File: src/rtl/huffman_gen.sv
// huffman_gen: counts a frame of symbol indices, then builds Huffman codes
// by repeated two-minimum merges and publishes per-symbol codes and masks.
//
// Ports:
//   clk, reset         rising-edge clock, synchronous active-high reset
//   gray_valid         qualifies gray_data; one contiguous run is one frame
//   gray_data          symbol index, legal values 1..NSYM
//   busy               high from first accepted sample through code_valid
//   CNT_valid, CNT     one-cycle pulse with per-symbol counts
//   code_valid, HC, M  one-cycle pulse with per-symbol codes and masks
//   err                sticky: [0] out-of-range symbol, [1] sample dropped
module huffman_gen #(
  parameter int NSYM   = 6,
  parameter int CNT_W  = 8,
  parameter int CODE_W = 8
) (
  input  logic                     clk,
  input  logic                     reset,
  input  logic                     gray_valid,
  input  logic [7:0]               gray_data,
  output logic                     busy,
  output logic                     CNT_valid,
  output logic [NSYM*CNT_W-1:0]    CNT,
  output logic                     code_valid,
  output logic [NSYM*CODE_W-1:0]   HC,
  output logic [NSYM*CODE_W-1:0]   M,
  output logic [1:0]               err
);

  localparam int SUM_W = CNT_W + 3;
  localparam int IDX_W = 4;
  localparam int DW    = $clog2(CODE_W + 1);
  localparam int KEY_W = NSYM + 1;

  typedef enum logic [2:0] {
    IDLE, COUNT, PUBLISH, SCAN, MERGE, CODE, DONE
  } state_t;

  state_t state_q, state_d;

  logic [CNT_W-1:0]  cnt_q  [NSYM];
  logic [SUM_W-1:0]  nsum_q [NSYM];
  logic [NSYM-1:0]   nmsk_q [NSYM];
  logic [NSYM-1:0]   nmrg_q;
  logic [CODE_W-1:0] code_q [NSYM];
  logic [CODE_W-1:0] len_q  [NSYM];
  logic [DW-1:0]     dep_q  [NSYM];
  logic [CODE_W-1:0] code_d [NSYM];
  logic [CODE_W-1:0] len_d  [NSYM];
  logic [DW-1:0]     dep_d  [NSYM];

  logic [IDX_W-1:0] m_q, idx_q, a_pos, b_pos;
  logic [SUM_W-1:0] a_sum, b_sum;
  logic             a_mrg, b_mrg, b_vld;
  logic [NSYM-1:0]  a_msk, b_msk;

  logic [SUM_W-1:0] cur_sum;
  logic             cur_mrg;
  logic [NSYM-1:0]  cur_msk;
  logic [KEY_W-1:0] cur_key, a_key, b_key;
  logic [IDX_W-1:0] lo, hi;

  logic [NSYM*CNT_W-1:0]  cnt_pk;
  logic [NSYM*CODE_W-1:0] hc_nx, m_nx;

  logic       start, in_rng, drop, scan_last, fin;
  logic [2:0] sidx;

  // Tie-break key: merged nodes rank highest, then lower symbols,
  // so the member set is laid out with symbol 1 most significant.
  function automatic logic [KEY_W-1:0] tkey(
    input logic            mrg,
    input logic [NSYM-1:0] msk
  );
    logic [KEY_W-1:0] k;
    k[NSYM] = mrg;
    for (int i = 0; i < NSYM; i++) k[NSYM-1-i] = msk[i];
    return k;
  endfunction

  // x ranks below y: smaller sum, or equal sum with larger key
  function automatic logic less(
    input logic [SUM_W-1:0] xs,
    input logic [KEY_W-1:0] xk,
    input logic [SUM_W-1:0] ys,
    input logic [KEY_W-1:0] yk
  );
    return (xs < ys) || ((xs == ys) && (xk > yk));
  endfunction

  function automatic logic [CODE_W-1:0] onehot(input logic [DW-1:0] d);
    return CODE_W'(1) << d;
  endfunction

  assign start  = gray_valid &&
                  ((state_q == IDLE) || (state_q == DONE));
  assign in_rng = (gray_data != 8'd0) && (gray_data <= 8'(NSYM));
  assign sidx   = 3'(gray_data - 8'd1);
  assign drop   = gray_valid &&
                  ((state_q == PUBLISH) || (state_q == SCAN) ||
                   (state_q == MERGE) || (state_q == CODE));
  assign scan_last = (idx_q == m_q - IDX_W'(1));
  assign fin       = (state_q == CODE) && (m_q == IDX_W'(1));
  assign lo        = (a_pos < b_pos) ? a_pos : b_pos;
  assign hi        = (a_pos < b_pos) ? b_pos : a_pos;
  assign cur_key   = tkey(cur_mrg, cur_msk);
  assign a_key     = tkey(a_mrg, a_msk);
  assign b_key     = tkey(b_mrg, b_msk);

  always_comb begin
    cur_sum = '0;
    cur_mrg = 1'b0;
    cur_msk = '0;
    for (int i = 0; i < NSYM; i++) begin
      if (idx_q == IDX_W'(i)) begin
        cur_sum = nsum_q[i];
        cur_mrg = nmrg_q[i];
        cur_msk = nmsk_q[i];
      end
    end
  end

  // A members take a 1, B members a 0, at each symbol's current depth
  always_comb begin
    for (int s = 0; s < NSYM; s++) begin
      code_d[s] = code_q[s];
      len_d[s]  = len_q[s];
      dep_d[s]  = dep_q[s];
      if (a_msk[s] || b_msk[s]) begin
        len_d[s] = len_q[s] | onehot(dep_q[s]);
        dep_d[s] = dep_q[s] + DW'(1);
      end
      if (a_msk[s]) code_d[s] = code_q[s] | onehot(dep_q[s]);
    end
  end

  always_comb begin
    cnt_pk = '0;
    hc_nx  = '0;
    m_nx   = '0;
    for (int i = 0; i < NSYM; i++) begin
      cnt_pk[i*CNT_W +: CNT_W] = cnt_q[i];
      hc_nx[i*CODE_W +: CODE_W] = code_d[i];
      m_nx[i*CODE_W +: CODE_W]  = len_d[i];
    end
  end

  always_comb begin
    state_d = state_q;
    unique case (state_q)
      IDLE, DONE: if (gray_valid) state_d = COUNT;
      COUNT:      if (!gray_valid) state_d = PUBLISH;
      PUBLISH:    state_d = SCAN;
      SCAN:       if (scan_last) state_d = MERGE;
      MERGE:      state_d = CODE;
      CODE:       state_d = fin ? DONE : SCAN;
      default:    state_d = IDLE;
    endcase
  end

  always_ff @(posedge clk) begin
    if (reset) state_q <= IDLE;
    else       state_q <= state_d;
  end

  always_ff @(posedge clk) begin
    if (reset) begin
      busy       <= 1'b0;
      CNT_valid  <= 1'b0;
      CNT        <= '0;
      code_valid <= 1'b0;
      HC         <= '0;
      M          <= '0;
      err        <= '0;
      m_q        <= '0;
      idx_q      <= '0;
      a_pos      <= '0;
      b_pos      <= '0;
      a_sum      <= '0;
      b_sum      <= '0;
      a_mrg      <= 1'b0;
      b_mrg      <= 1'b0;
      a_msk      <= '0;
      b_msk      <= '0;
      b_vld      <= 1'b0;
      nmrg_q     <= '0;
      for (int i = 0; i < NSYM; i++) begin
        cnt_q[i]  <= '0;
        nsum_q[i] <= '0;
        nmsk_q[i] <= '0;
        code_q[i] <= '0;
        len_q[i]  <= '0;
        dep_q[i]  <= '0;
      end
    end else begin
      CNT_valid  <= 1'b0;
      code_valid <= 1'b0;
      if (drop) err[1] <= 1'b1;

      if (start) begin
        busy <= 1'b1;
        err  <= {1'b0, !in_rng};
        for (int i = 0; i < NSYM; i++) begin
          cnt_q[i]  <= (in_rng && (sidx == 3'(i))) ? CNT_W'(1) : '0;
          code_q[i] <= '0;
          len_q[i]  <= '0;
          dep_q[i]  <= '0;
        end
      end else if (state_q == DONE) begin
        busy <= 1'b0;
      end

      if (state_q == COUNT) begin
        if (gray_valid) begin
          if (!in_rng) err[0] <= 1'b1;
          for (int i = 0; i < NSYM; i++) begin
            if (in_rng && (sidx == 3'(i)) && (cnt_q[i] != '1))
              cnt_q[i] <= cnt_q[i] + CNT_W'(1);
          end
        end else begin
          CNT       <= cnt_pk;
          CNT_valid <= 1'b1;
        end
      end

      if (state_q == PUBLISH) begin
        m_q    <= IDX_W'(NSYM);
        idx_q  <= '0;
        nmrg_q <= '0;
        for (int i = 0; i < NSYM; i++) begin
          nsum_q[i] <= SUM_W'(cnt_q[i]);
          nmsk_q[i] <= NSYM'(1) << i;
        end
      end

      if (state_q == SCAN) begin
        idx_q <= idx_q + IDX_W'(1);
        if (idx_q == '0) begin
          a_pos <= idx_q;
          a_sum <= cur_sum;
          a_mrg <= cur_mrg;
          a_msk <= cur_msk;
          b_vld <= 1'b0;
        end else if (less(cur_sum, cur_key, a_sum, a_key)) begin
          b_pos <= a_pos;
          b_sum <= a_sum;
          b_mrg <= a_mrg;
          b_msk <= a_msk;
          b_vld <= 1'b1;
          a_pos <= idx_q;
          a_sum <= cur_sum;
          a_mrg <= cur_mrg;
          a_msk <= cur_msk;
        end else if (!b_vld || less(cur_sum, cur_key, b_sum, b_key)) begin
          b_pos <= idx_q;
          b_sum <= cur_sum;
          b_mrg <= cur_mrg;
          b_msk <= cur_msk;
          b_vld <= 1'b1;
        end
      end

      if (state_q == MERGE) begin
        m_q <= m_q - IDX_W'(1);
        for (int i = 0; i < NSYM - 1; i++) begin
          if (IDX_W'(i) >= hi) begin
            nsum_q[i] <= nsum_q[i+1];
            nmrg_q[i] <= nmrg_q[i+1];
            nmsk_q[i] <= nmsk_q[i+1];
          end
        end
        for (int i = 0; i < NSYM; i++) begin
          if (IDX_W'(i) == lo) begin
            nsum_q[i] <= a_sum + b_sum;
            nmrg_q[i] <= 1'b1;
            nmsk_q[i] <= a_msk | b_msk;
          end
        end
      end

      if (state_q == CODE) begin
        idx_q <= '0;
        for (int s = 0; s < NSYM; s++) begin
          code_q[s] <= code_d[s];
          len_q[s]  <= len_d[s];
          dep_q[s]  <= dep_d[s];
        end
        if (fin) begin
          code_valid <= 1'b1;
          HC         <= hc_nx;
          M          <= m_nx;
        end
      end
    end
  end

endmodule

File: config.mk
export PLATFORM = sky130hd
export DESIGN_NAME = huffman_gen
export DESIGN_NICKNAME = d
export VERILOG_FILES = /design/src/rtl/huffman_gen.sv
export SDC_FILE = /design/constraint.sdc
export NUM_CORES = 1
export LEC_CHECK = 0
export BUFFER_PORTS_ARGS = -buffer_cell sky130_fd_sc_hd__buf_2
export CAP_MARGIN = 10
export CORE_UTILIZATION = 60
export DETAILED_ROUTE_END_ITERATION = 8
export PLACE_DENSITY_LB_ADDON = 0.3
export SLEW_MARGIN = 20
export SYNTH_ARGS = -nofsm -noshare
export SYNTH_HDL_FRONTEND = slang
export SYNTH_SLANG_ARGS = --single-unit
File: constraint.sdc
create_clock -name clk -period 5.4 [get_ports clk]
set_input_delay 0 -clock clk [delete_from_list [all_inputs] [get_ports clk]]
set_output_delay 0 -clock clk [all_outputs]
set_load 0.005 [all_outputs]
==> run_results.csv, run 1 <==
group,metric,value,unit
status,status,"finished clean",
routing,routed_via_density,6.263,
setup_path,critical_path_data_required_time,5.83,ns
global_route,grt_busiest_layer,"met2",
timing,layout_min_cycle_time,4.876,ns
setup_path,critical_path.max_stage_delay,0.64,ns
clock_tree,ctsResizeCount,0,
timing,worst_slew_pin_slew,1.098,ns
global_route,first_global_vias,17730,
setup_path,cp_slowest_cell,"nor2_1",
logic_synthesis,yosysMostFrequentCell,"nor2_1",
logic_synthesis,post_synth.cell_area_avg,9.926,µm²
finish,drive_above_1_share,0.1319,
timing,skew,0.02751,ns
setup_path,startpoint_type,"register",
logic_synthesis,ys_top_cells_by_area,"edfxtp_1, dfxtp_1, nor2_1",
floorplanning,die_area,39720,µm²
finish,syn2layout_area_growth,12.36,%
logic_synthesis,synth_seq_area_share,0.5280,
finish,diodes,0,
timing,final_max_slew_viol_count,0,
global_route,grt_antenna_before_repair,0,
floorplanning,floorplan.io_pins,160,
logic_synthesis,synthesis.yosys.warnings,0,
routing,detailedRoute.firstIterationViolations,1712,
timing,fmax,0.2051,GHz
floorplanning,number_of_placement_rows,71,
logic_synthesis,syn-cell-area,23350,µm²
routing,remaining_drcs,0,
global_route,global_route_usage_over_all_layers,0.3209,
global_route,global_route.usage.met2,0.5060,
power,power.density,305.7,nW/µm²
timing,final.period_utilization,0.9029,
placement,place.port_buffers,159,
timing,report.final.setup_viol,0,
logic_synthesis,synthDominantAreaCellType,"edfxtp_1",
clock_tree,h-tree-depth,2,
min_path,holdCritPathClass,"in2reg",
routing,routed_wire_length_per_instance,21.21,µm
clock_tree,numClockSinks,481,
clock_tree,cts-root-buf,"clkbuf_16",
power,max-vdd-ir-drop,0.2852,mV
setup_path,critical_path_cell_by_cell,"inv_1 -> ha_1 -> nor4b_4 -> buf_4 -> o2bb2ai_1 -> o2bb2a_1 -> a21oi_2 -> ha_1 -> a21o_1 -> a21o_1 -> a21oi_1 -> o21ai_0 -> and4b_1 -> nor2_1 -> buf_4 -> o31ai_1",
floorplanning,die_w,199.3,µm
placement,finalWeightedCongestion,0.9308,
setup_path,path_max_fanout,14,
power,overall_power_of_the_completed_layout,8021,µW
logic_synthesis,synth_top_cell_area_share,0.3472,
global_route,largest_net_degree_at_the_start_of_global_routing,111,
power,total_leakage_power,0.009879,µW
clock_tree,number_of_buffers_inserted_during_clock_tree_synthesis,50,
logic_synthesis,yosys.cell_types.count,80,
finish,layout.cells.non_filler,3020,
placement,post-place-cells,2918,
clock_tree,cts-root-to-sink-buffers,3,
setup_path,setup.worst_path.end_class,"register",
routing,route.vias.total,18914,
global_route,first_pass_grt_wire_length,98770,µm
setup_path,worst_ep_arrival_time,5.31,ns
floorplanning,start_util,0.6143,
routing,detail-route-antenna-nets,0,
logic_synthesis,synthCells,2353,
routing,detailedRoute.firstPassIterationCount,6,
floorplanning,die_h,199.3,µm
clock_tree,postCtsSetupBuffers,0,
clock_tree,tritoncts,"yes",
clock_tree,clk-insertion-delay-late,0.60,ns
timing,slew-limit-headroom,0.2661,
finish,final_nets,2580,
global_route,grt_overflow_total,0,
logic_synthesis,synth_ff_type,"edfxtp_1",
floorplanning,core_area,38020,µm²
flow_run,maxCapViolCount,0,
logic_synthesis,synth.cells.most_frequent,"nor2_1, edfxtp_1, a21oi_1",
logic_synthesis,syn_nets,2465,
clock_tree,clkTransAtPathRegs,0.06,ns
logic_synthesis,yosys_register_bits,481,
routing,detail_route.wirelength,64060,µm
timing,setup_total_negative_slack,0,ns
logic_synthesis,synth-edff-count,270,
global_route,met1_usage,0.4448,
timing,hold_viol_final,0,
logic_synthesis,synthArstFlopShare,0,
global_route,groute.layer.met3.usage,0.05249,
placement,hpwlAfterDp,44580,µm
setup_path,crit_path_class,"reg2reg",
timing,rsz0062_at_grt,"false",
placed cells by master, fill, tap and decap left out, types with 13 or more instances in the layout:
cell type | netlist | final
and3_1 | 14 | 14
xor2_1 | 38 | 38
o2bb2ai_1 | 28 | 28
clkbuf_16 | 0 | 51
o31ai_1 | 19 | 19
a22oi_1 | 20 | 20
inv_1 | 86 | 85
mux2i_1 | 42 | 42
a211oi_1 | 101 | 101
xnor2_1 | 20 | 20
a31oi_1 | 27 | 27
nand3_1 | 52 | 52
or4_1 | 26 | 26
nand2b_1 | 15 | 15
nor3_1 | 37 | 36
a21oi_2 | 18 | 18
nor2_1 | 335 | 332
edfxtp_1 | 270 | 270
ha_1 | 100 | 99
nand2_1 | 218 | 218
a22o_1 | 13 | 13
o21ai_0 | 58 | 58
o22ai_1 | 18 | 18
nor2b_1 | 28 | 28
a221oi_1 | 21 | 21
dfxtp_1 | 211 | 211
buf_4 | 3 | 37
a21oi_1 | 250 | 250
clkinv_2 | 0 | 14
buf_2 | 15 | 158
routing by layer:
layer  vias to the layer above  share of wire
li1                       8760              -
met1                      9115           0.43
met2                       871           0.46
met3                       168          0.082
met4                         0          0.035
met5                         -              0
layout make-up:
| cell class | instances | area [µm²] |
|---|---|---|
| flip-flops and latches | 481 | 12330 |
| fillers | 2902 | 11780 |
| multi-input cells | 1642 | 10140 |
| clock buffers | 66 | 1363 |
| repair buffers | 207 | 1225 |
| well taps | 511 | 639.4 |
| inverters | 86 | 322.8 |
| clock inverters | 27 | 217.7 |
report_power, final:
part | internal [µW] | switching [µW] | total, µW
clock network | 1880 | 1480 | 3360
logic | 180 | 345 | 524
registers | 4010 | 123 | 4130
final timing paths:
| path | start | slack [ns] | endpoint | depth (start not counted) |
|---|---|---|---|---|
| max reg2reg | idx_q[1]$_SDFFE_PP0P_ | 0.52 | b_sum[9]$_SDFFE_PP0P_ | 16 |
| max | idx_q[1]$_SDFFE_PP0P_ | 0.52 | b_sum[9]$_SDFFE_PP0P_ | 16 |
| min reg2reg | CNT[23]$_SDFFE_PP0P_ | 0.45 | CNT[23]$_SDFFE_PP0P_ | 2 |
| min | gray_data[5] | 0.13 | cnt_q[4][0]$_SDFFCE_PN0P_ | 5 |
state kept, by name (all words and copies together), names as in the netlist, 11 cells and up:
name,flops
nsum_q,66
CNT,48
HC,48
M,48
cnt_q,48
code_q,48
len_q,48
nmsk_q,36
dep_q,24
a_sum,11
b_sum,11
repair_timing:
item                                   in CTS  in global routing
setup endpoints to repair                   0                  0
endpoints found under the hold margin      46                  0
hold buffers                                7                  0
cells by family (layout without fill, tap and decap cells):
group | count (synthesis) | count (layout) | synth area share
DFF | 481 | 481 | 0.5280
adders and majority gates | 101 | 101 | 0.05443
AOI/OAI and AO/OA | 653 | 653 | 0.1858
muxes | 46 | 46 | 0.01993
xor gates and xnor gates | 58 | 58 | 0.02175
and+or+nand+nor | 784 | 784 | 0.1512
buffers and inverters | 230 | 386 | 0.03889
per-stage QoR:
step | hold WS [ns] | cell area (µm²) | worst slack (ns) | util
final | 0.1258 | 26240 | 0.5242 | 0.6902
after global routing | 0.1416 | 26240 | 0.2301 | 0.6902
after CTS | 0.09528 | 26200 | 0.5934 | 0.6892
after detailed placement | 0.3804 | 24550 | 0.6038 | 0.6458
after global placement | 0.3793 | 24550 | 0.6952 | 0.6457
after floorplan | 0.2298 | 23350 | 1.555 | -
worst max-delay path: cells and delay by family (launching register included):
kind	cells	cell delay (ns)
and+or+nand+nor	3	1.28
adders and majority gates	2	0.78
DFF	1	0.52
AOI/OAI and AO/OA	8	1.33
buffers and inverters	3	0.78
(Power assumes the default switching activity.)
==> run 2, diff against run 1 <==
--- a/config.mk
+++ b/config.mk
@@ -10,6 +10,7 @@
 export CORE_UTILIZATION = 60
 export DETAILED_ROUTE_END_ITERATION = 8
 export PLACE_DENSITY_LB_ADDON = 0.3
+export RECOVER_POWER = 100
 export SLEW_MARGIN = 20
 export SYNTH_ARGS = -nofsm -noshare
 export SYNTH_HDL_FRONTEND = slang
==> run 2 against run 1 <==
Net effect:
- the run now ends with capacitance limit, slew limit left
- final cell count is the same
- wire length is essentially flat
- core utilization shrank 0.74 points
- die area is the same
- via count grew 0.23%
- sequential cell count is the same
- sequential power is essentially flat
- register-to-register slack lost 0.10 ns
- sequential share of layout area grew 0.51 points
- critical path type unchanged
- largest cell class unchanged
- largest power group unchanged
==> run_results.csv, run 2 (synthesis gave the netlist of run 1 again) <==
group,metric,value,unit
global_route,first_pass_grt_wire_length,98770,µm
placement,place.port_buffers,159,
timing,fmax,0.2008,GHz
power,total_leakage_power,0.009279,µW
setup_path,critical_path_data_required_time,5.85,ns
clock_tree,clkTransAtPathRegs,0.06,ns
timing,skew,0.02715,ns
placement,post-place-cells,2918,
routing,routed_via_density,6.277,
clock_tree,numClockSinks,481,
routing,detailedRoute.firstIterationViolations,1768,
min_path,min_from,"gray_data[6]",
placement,hpwlAfterDp,44580,µm
setup_path,r2r_start,"b_pos[1]$_SDFFE_PP0P_",
finish,largest_register_ff_count,66,
floorplanning,number_of_placement_rows,71,
setup_path,setup.worst_path.end_class,"register",
finish,regArea,12330,µm²
clock_tree,cts-root-to-sink-buffers,3,
timing,hold_viol_final,0,
timing,report.final.setup_viol,0,
timing,final.period_utilization,0.9223,
finish,layout.cells.most_common,"nor2_1",
setup_path,worst_ep_arrival_time,5.43,ns
timing,layout_min_cycle_time,4.981,ns
finish,final_nets,2580,
min_path,holdCritPathClass,"in2reg",
clock_tree,tritoncts,"yes",
routing,detail-route-antenna-nets,0,
floorplanning,die_w,199.3,µm
floorplanning,start_util,0.6143,
floorplanning,floorplan.io_pins,160,
routing,remaining_drcs,0,
routing,detailedRoute.firstPassIterationCount,6,
routing,route.vias.total,18958,
finish,diodes,0,
global_route,grt_antenna_before_repair,0,
global_route,first_global_vias,17730,
min_path,timing.hold.worst_endpoint,"cnt_q[4][0]$_SDFFCE_PN0P_",
global_route,largest_net_degree_at_the_start_of_global_routing,111,
power,power.density,308.8,nW/µm²
routing,detail_route.wirelength,64030,µm
timing,rsz0062_at_grt,"false",
setup_path,worst_reg2reg_path_endpoint,"nsum_q[1][9]$_SDFFCE_PN0P_",
timing,setup_total_negative_slack,0,ns
setup_path,r2r_setup_slack,0.42,ns
status,status,"complete, but fails checks",
finish,multi_input_comb_area,10080,µm²
global_route,global_route_usage_over_all_layers,0.3209,
setup_path,crit_path_class,"reg2reg",
routing,routed_wire_length_per_instance,21.20,µm
power,max-vdd-ir-drop,0.2851,mV
min_path,holdPathStages,5,
setup_path,rr_worst_depth,9,
setup_path,path_max_fanout,11,
status,violations,"capacitance limit, slew limit",
setup_path,startpoint_type,"register",
finish,syn2layout_area_growth,11.15,%
timing,final_max_slew_viol_count,372,
finish,drive_above_1_share,0.07294,
clock_tree,number_of_buffers_inserted_during_clock_tree_synthesis,50,
floorplanning,die_h,199.3,µm
finish,layout.cells.non_filler,3020,
placement,finalWeightedCongestion,0.9308,
finish,most_used_cells_in_the_layout_excluding_fill_and_tap_cells,"nor2_1, edfxtp_1, a21oi_1",
clock_tree,h-tree-depth,2,
timing,slew-limit-headroom,-1.044,
finish,layout.filler_cells,3017,
global_route,grt_overflow_total,0,
clock_tree,cts-root-buf,"clkbuf_16",
finish,largest_register,"nsum_q",
floorplanning,die_area,39720,µm²
timing,worst_slew_pin_slew,3.065,ns
floorplanning,core_area,38020,µm²
clock_tree,clk-insertion-delay-late,0.60,ns
clock_tree,ctsResizeCount,0,
flow_run,maxCapViolCount,9,
run 2: cell types whose count changed in the layout (fill, tap and decap cells not counted), moves of 5 or more:
cell,previous run,this run
clkbuf_1,12,143
o21ai_1,12,7
and2_1,12,6
buf_4,37,28
and2_0,0,6
o21ai_0,58,63
buf_2,158,35
run 2: final cells by class:
type	count	area share
Clock buffer	66	0.05249
Clock inverter	27	0.008387
Inverter	86	0.01244
Multi-Input combinational cell	1642	0.3884
Sequential cell	481	0.4751
Tap cell	511	0.02463
Timing Repair Buffer	207	0.03856
run 2: metrics by stage:
stage / hold WS (ns) / utilization / worst slack (ns) / power [µW] / instance area [µm²]
3_5_place_dp: 0.3804 / 0.6458 / 0.6038 / 4712 / 24550
6_report: 0.1087 / 0.6827 / 0.4194 / 8017 / 25960
3_3_place_gp: 0.3793 / 0.6457 / 0.6952 / 4696 / 24550
4_1_cts: 0.09528 / 0.6892 / 0.5934 / 8030 / 26200
5_1_grt: 0.1416 / 0.6827 / 0.1560 / 8238 / 25960
2_1_floorplan: 0.2298 / - / 1.555 / 4520 / 23350
run 2: metal layers:
layer / share of wire / GRT usage / up-vias
met2: 0.46 / 0.5060 / 883
met5: 0 / 0 / -
met1: 0.42 / 0.4448 / 9134
li1: - / - / 8777
met4: 0.035 / 0.1208 / 0
met3: 0.087 / 0.05249 / 164
run 2: what timing repair did:
item	CTS	global route
setup buffers	0	0
endpoints found under the hold margin	46	0
hold buffers	7	0
run 2: critical path: stages, from the launching register on:
cell      delay, ns
dfxtp_1        0.46
inv_1          0.13
ha_1           0.29
inv_1          0.05
o21a_1         0.22
nor2_1         0.66
mux2i_1        0.37
and2_0         0.89
a21boi_0       1.48
a22o_1         0.29
run 2: worst max-delay path by stage:
stage | start | to | slack (ns)
4_1_cts | idx_q[1]$_SDFFE_PP0P_ | b_sum[9]$_SDFFE_PP0P_ | 0.59
2_1_floorplan | idx_q[1]$_SDFFE_PP0P_ | b_sum[3]$_SDFFE_PP0P_ | 1.56
3_5_place_dp | idx_q[1]$_SDFFE_PP0P_ | b_sum[8]$_SDFFE_PP0P_ | 0.60
3_3_place_gp | idx_q[1]$_SDFFE_PP0P_ | b_pos[2]$_SDFFE_PP0P_ | 0.70
5_1_grt | state_q[1]$_SDFFE_PP0P_ | dep_q[2][3]$_SDFFCE_PN0P_ | 0.16
6_report | b_pos[1]$_SDFFE_PP0P_ | nsum_q[1][9]$_SDFFCE_PN0P_ | 0.42
run 2: power by group:
part,internal [µW],leakage [µW],total (µW),switching [µW]
Combinational,174,0.00391,517,344
Clock,1880,0.000786,3360,1480
Sequential,4010,0.00458,4140,124
Total,6070,0.00928,8020,1950
==> run 3, diff against run 2 <==
--- a/config.mk
+++ b/config.mk
@@ -7,7 +7,7 @@
 export LEC_CHECK = 0
 export BUFFER_PORTS_ARGS = -buffer_cell sky130_fd_sc_hd__buf_2
 export CAP_MARGIN = 10
-export CORE_UTILIZATION = 60
+export CORE_UTILIZATION = 50
 export DETAILED_ROUTE_END_ITERATION = 8
 export PLACE_DENSITY_LB_ADDON = 0.3
 export RECOVER_POWER = 100
==> run 3 against run 2 <==
Net effect:
- the run still ends with capacitance limit, slew limit left
- sequential cell count is the same
- first-iteration DRC count is 3.8% lower
- count of clock-buffer cells in the layout rose by 4
- cell area grew 0.90%
- clock skew up 0.00096 ns
- sequential share of layout area decreased by 0.42 points
- via count shrank 2.3%
- critical path type unchanged
- largest power group unchanged
- highest routed layer unchanged
==> run_results.csv, run 3 (synthesis gave the netlist of run 1 again) <==
group,metric,value,unit
setup_path,worst_reg2reg_path_endpoint,"a_sum[2]$_SDFFE_PP0P_",
routing,route.vias.total,18517,
finish,diodes,0,
setup_path,r2r_start,"idx_q[1]$_SDFFE_PP0P_",
setup_path,critical_path_data_required_time,5.90,ns
timing,skew,0.02811,ns
timing,setup_total_negative_slack,0,ns
power,overall_power_of_the_completed_layout,8149,µW
placement,place.port_buffers,159,
finish,most_used_cells_in_the_layout_excluding_fill_and_tap_cells,"nor2_1, edfxtp_1, a21oi_1",
clock_tree,cts-root-buf,"clkbuf_16",
finish,largest_register_ff_count,66,
placement,pre_cts_slack,0.9277,ns
routing,detailedRoute.firstIterationViolations,1701,
clock_tree,clk-insertion-delay-late,0.62,ns
setup_path,r2r_setup_slack,0.54,ns
power,total_leakage_power,0.009453,µW
floorplanning,number_of_placement_rows,78,
timing,final.period_utilization,0.9001,
global_route,grt_overflow_total,0,
floorplanning,floorplan.io_pins,160,
setup_path,crit_path_end,"a_sum[2]$_SDFFE_PP0P_",
status,status,"complete, but fails checks",
timing,report.final.setup_viol,0,
placement,hpwlAfterDp,43830,µm
timing,layout_min_cycle_time,4.861,ns
clock_tree,number_of_buffers_inserted_during_clock_tree_synthesis,51,
finish,final_nets,2578,
flow_run,maxCapViolCount,6,
power,max-vdd-ir-drop,0.2853,mV
timing,slew-limit-headroom,-1.351,
routing,detail-route-antenna-nets,0,
floorplanning,die_area,47580,µm²
floorplanning,start_util,0.5103,
routing,detail_route.wirelength,61810,µm
setup_path,crit_path_class,"reg2reg",
clock_tree,ctsResizeCount,0,
routing,detailedRoute.firstPassIterationCount,5,
finish,postLayoutCoreUtil,0.5722,
global_route,grt_antenna_before_repair,0,
placement,post-place-cells,3005,
timing,rsz0062_at_grt,"false",
clock_tree,cts-root-to-sink-buffers,3,
placement,finalWeightedCongestion,1.052,
finish,layout.cells.non_filler,3109,
finish,layout.filler_cells,3903,
finish,multi_input_comb_area,10100,µm²
power,power.density,311.1,nW/µm²
global_route,global_route_usage_over_all_layers,0.2568,
routing,routed_via_density,5.956,
finish,regArea,12330,µm²
clock_tree,tritoncts,"yes",
global_route,largest_net_degree_at_the_start_of_global_routing,193,
setup_path,worst_ep_arrival_time,5.36,ns
global_route,first_global_vias,17620,
setup_path,startpoint_type,"register",
clock_tree,clkTransAtPathRegs,0.06,ns
finish,syn2layout_area_growth,12.15,%
routing,routed_wire_length_per_instance,19.88,µm
finish,layout.cells.most_common,"nor2_1",
routing,remaining_drcs,0,
finish,drive_above_1_share,0.08609,
min_path,holdCritPathClass,"in2reg",
setup_path,rr_worst_depth,18,
clock_tree,numClockSinks,481,
setup_path,path_max_fanout,18,
clock_tree,h-tree-depth,2,
timing,worst_slew_pin_slew,3.526,ns
floorplanning,die_w,218.1,µm
timing,final_critical_path_setup_slack,0.5393,ns
global_route,first_pass_grt_wire_length,96810,µm
setup_path,critPathLaunch,"idx_q[1]$_SDFFE_PP0P_",
timing,final_max_slew_viol_count,354,
timing,fmax,0.2057,GHz
floorplanning,die_h,218.1,µm
timing,hold_viol_final,0,
setup_path,setup.worst_path.end_class,"register",
status,violations,"capacitance limit, slew limit",
finish,largest_register,"nsum_q",
floorplanning,core_area,45770,µm²
run 3: worst max-delay path: stages (launching register included):
cell and delay (ns):
dfxtp_1 0.54, inv_1 0.11, ha_1 0.31, nor4b_4 0.64
buf_4 0.30, o2bb2ai_1 0.12, o21ai_0 0.14, a21oi_1 0.43
inv_1 0.12, ha_1 0.29, nand3_1 0.08, o2111ai_1 0.10
a211oi_1 0.29, a21oi_2 0.08, clkbuf_2 0.27, a21oi_1 0.25
clkbuf_2 0.43, nand2_1 0.11, a21oi_1 0.14
run 3: power breakdown:
group          leakage (µW)  switching [µW]  total, µW  internal (µW)
Combinational       0.00403             336        507            171
Clock              0.000845            1500       3510           2020
Sequential          0.00458             115       4130           4010
Total               0.00945            1950       8150           6200
run 3: how the worst min path moves through the flow:
stage               slack, ns                   from                   endpoint  cells after the start
finish                   0.07           gray_data[7]  cnt_q[3][0]$_SDFFCE_PN0P_                      5
global route             0.08           gray_data[6]  cnt_q[3][0]$_SDFFCE_PN0P_                      5
CTS                      0.02           gray_data[6]  cnt_q[3][0]$_SDFFCE_PN0P_                      5
detailed placement       0.38  code_valid$_SDFF_PN0_                 code_valid                      1
global placement         0.38   CNT_valid$_SDFF_PP0_                  CNT_valid                      1
floorplan                0.23                  reset       nmrg_q[1]$_SDFF_PP0_                      3
run 3: metal layers:
layer	global-route usage	routed length [µm]	vias up
met4	0.09604	1960	0
met1	0.3516	26990	8929
met2	0.4114	28870	688
met5	0	0	-
met3	0.03869	3993	124
li1	-	-	8776
run 3: cell type report:
cell class              count  area share
flip-flops and latches    481      0.4708
repair buffers            204     0.03769
well taps                 600     0.02866
inverters                  86     0.01233
clock buffers              70     0.05455
clock inverters            26     0.01046
multi-input cells        1642      0.3855
run 3: what timing repair did:
item                       in CTS  in global routing
hold endpoints to repair       54                  0
setup endpoints to repair       0                  0
setup buffers                   0                  0
hold buffers                    8                  0
run 3: per-stage QoR:
stage / hold slack, ns / cell area (µm²)
after floorplan: 0.2298 / 23350
after global placement: 0.3778 / 24630
after detailed placement: 0.3832 / 24630
after CTS: 0.01551 / 26420
after global routing: 0.07542 / 26190
final: 0.07223 / 26190
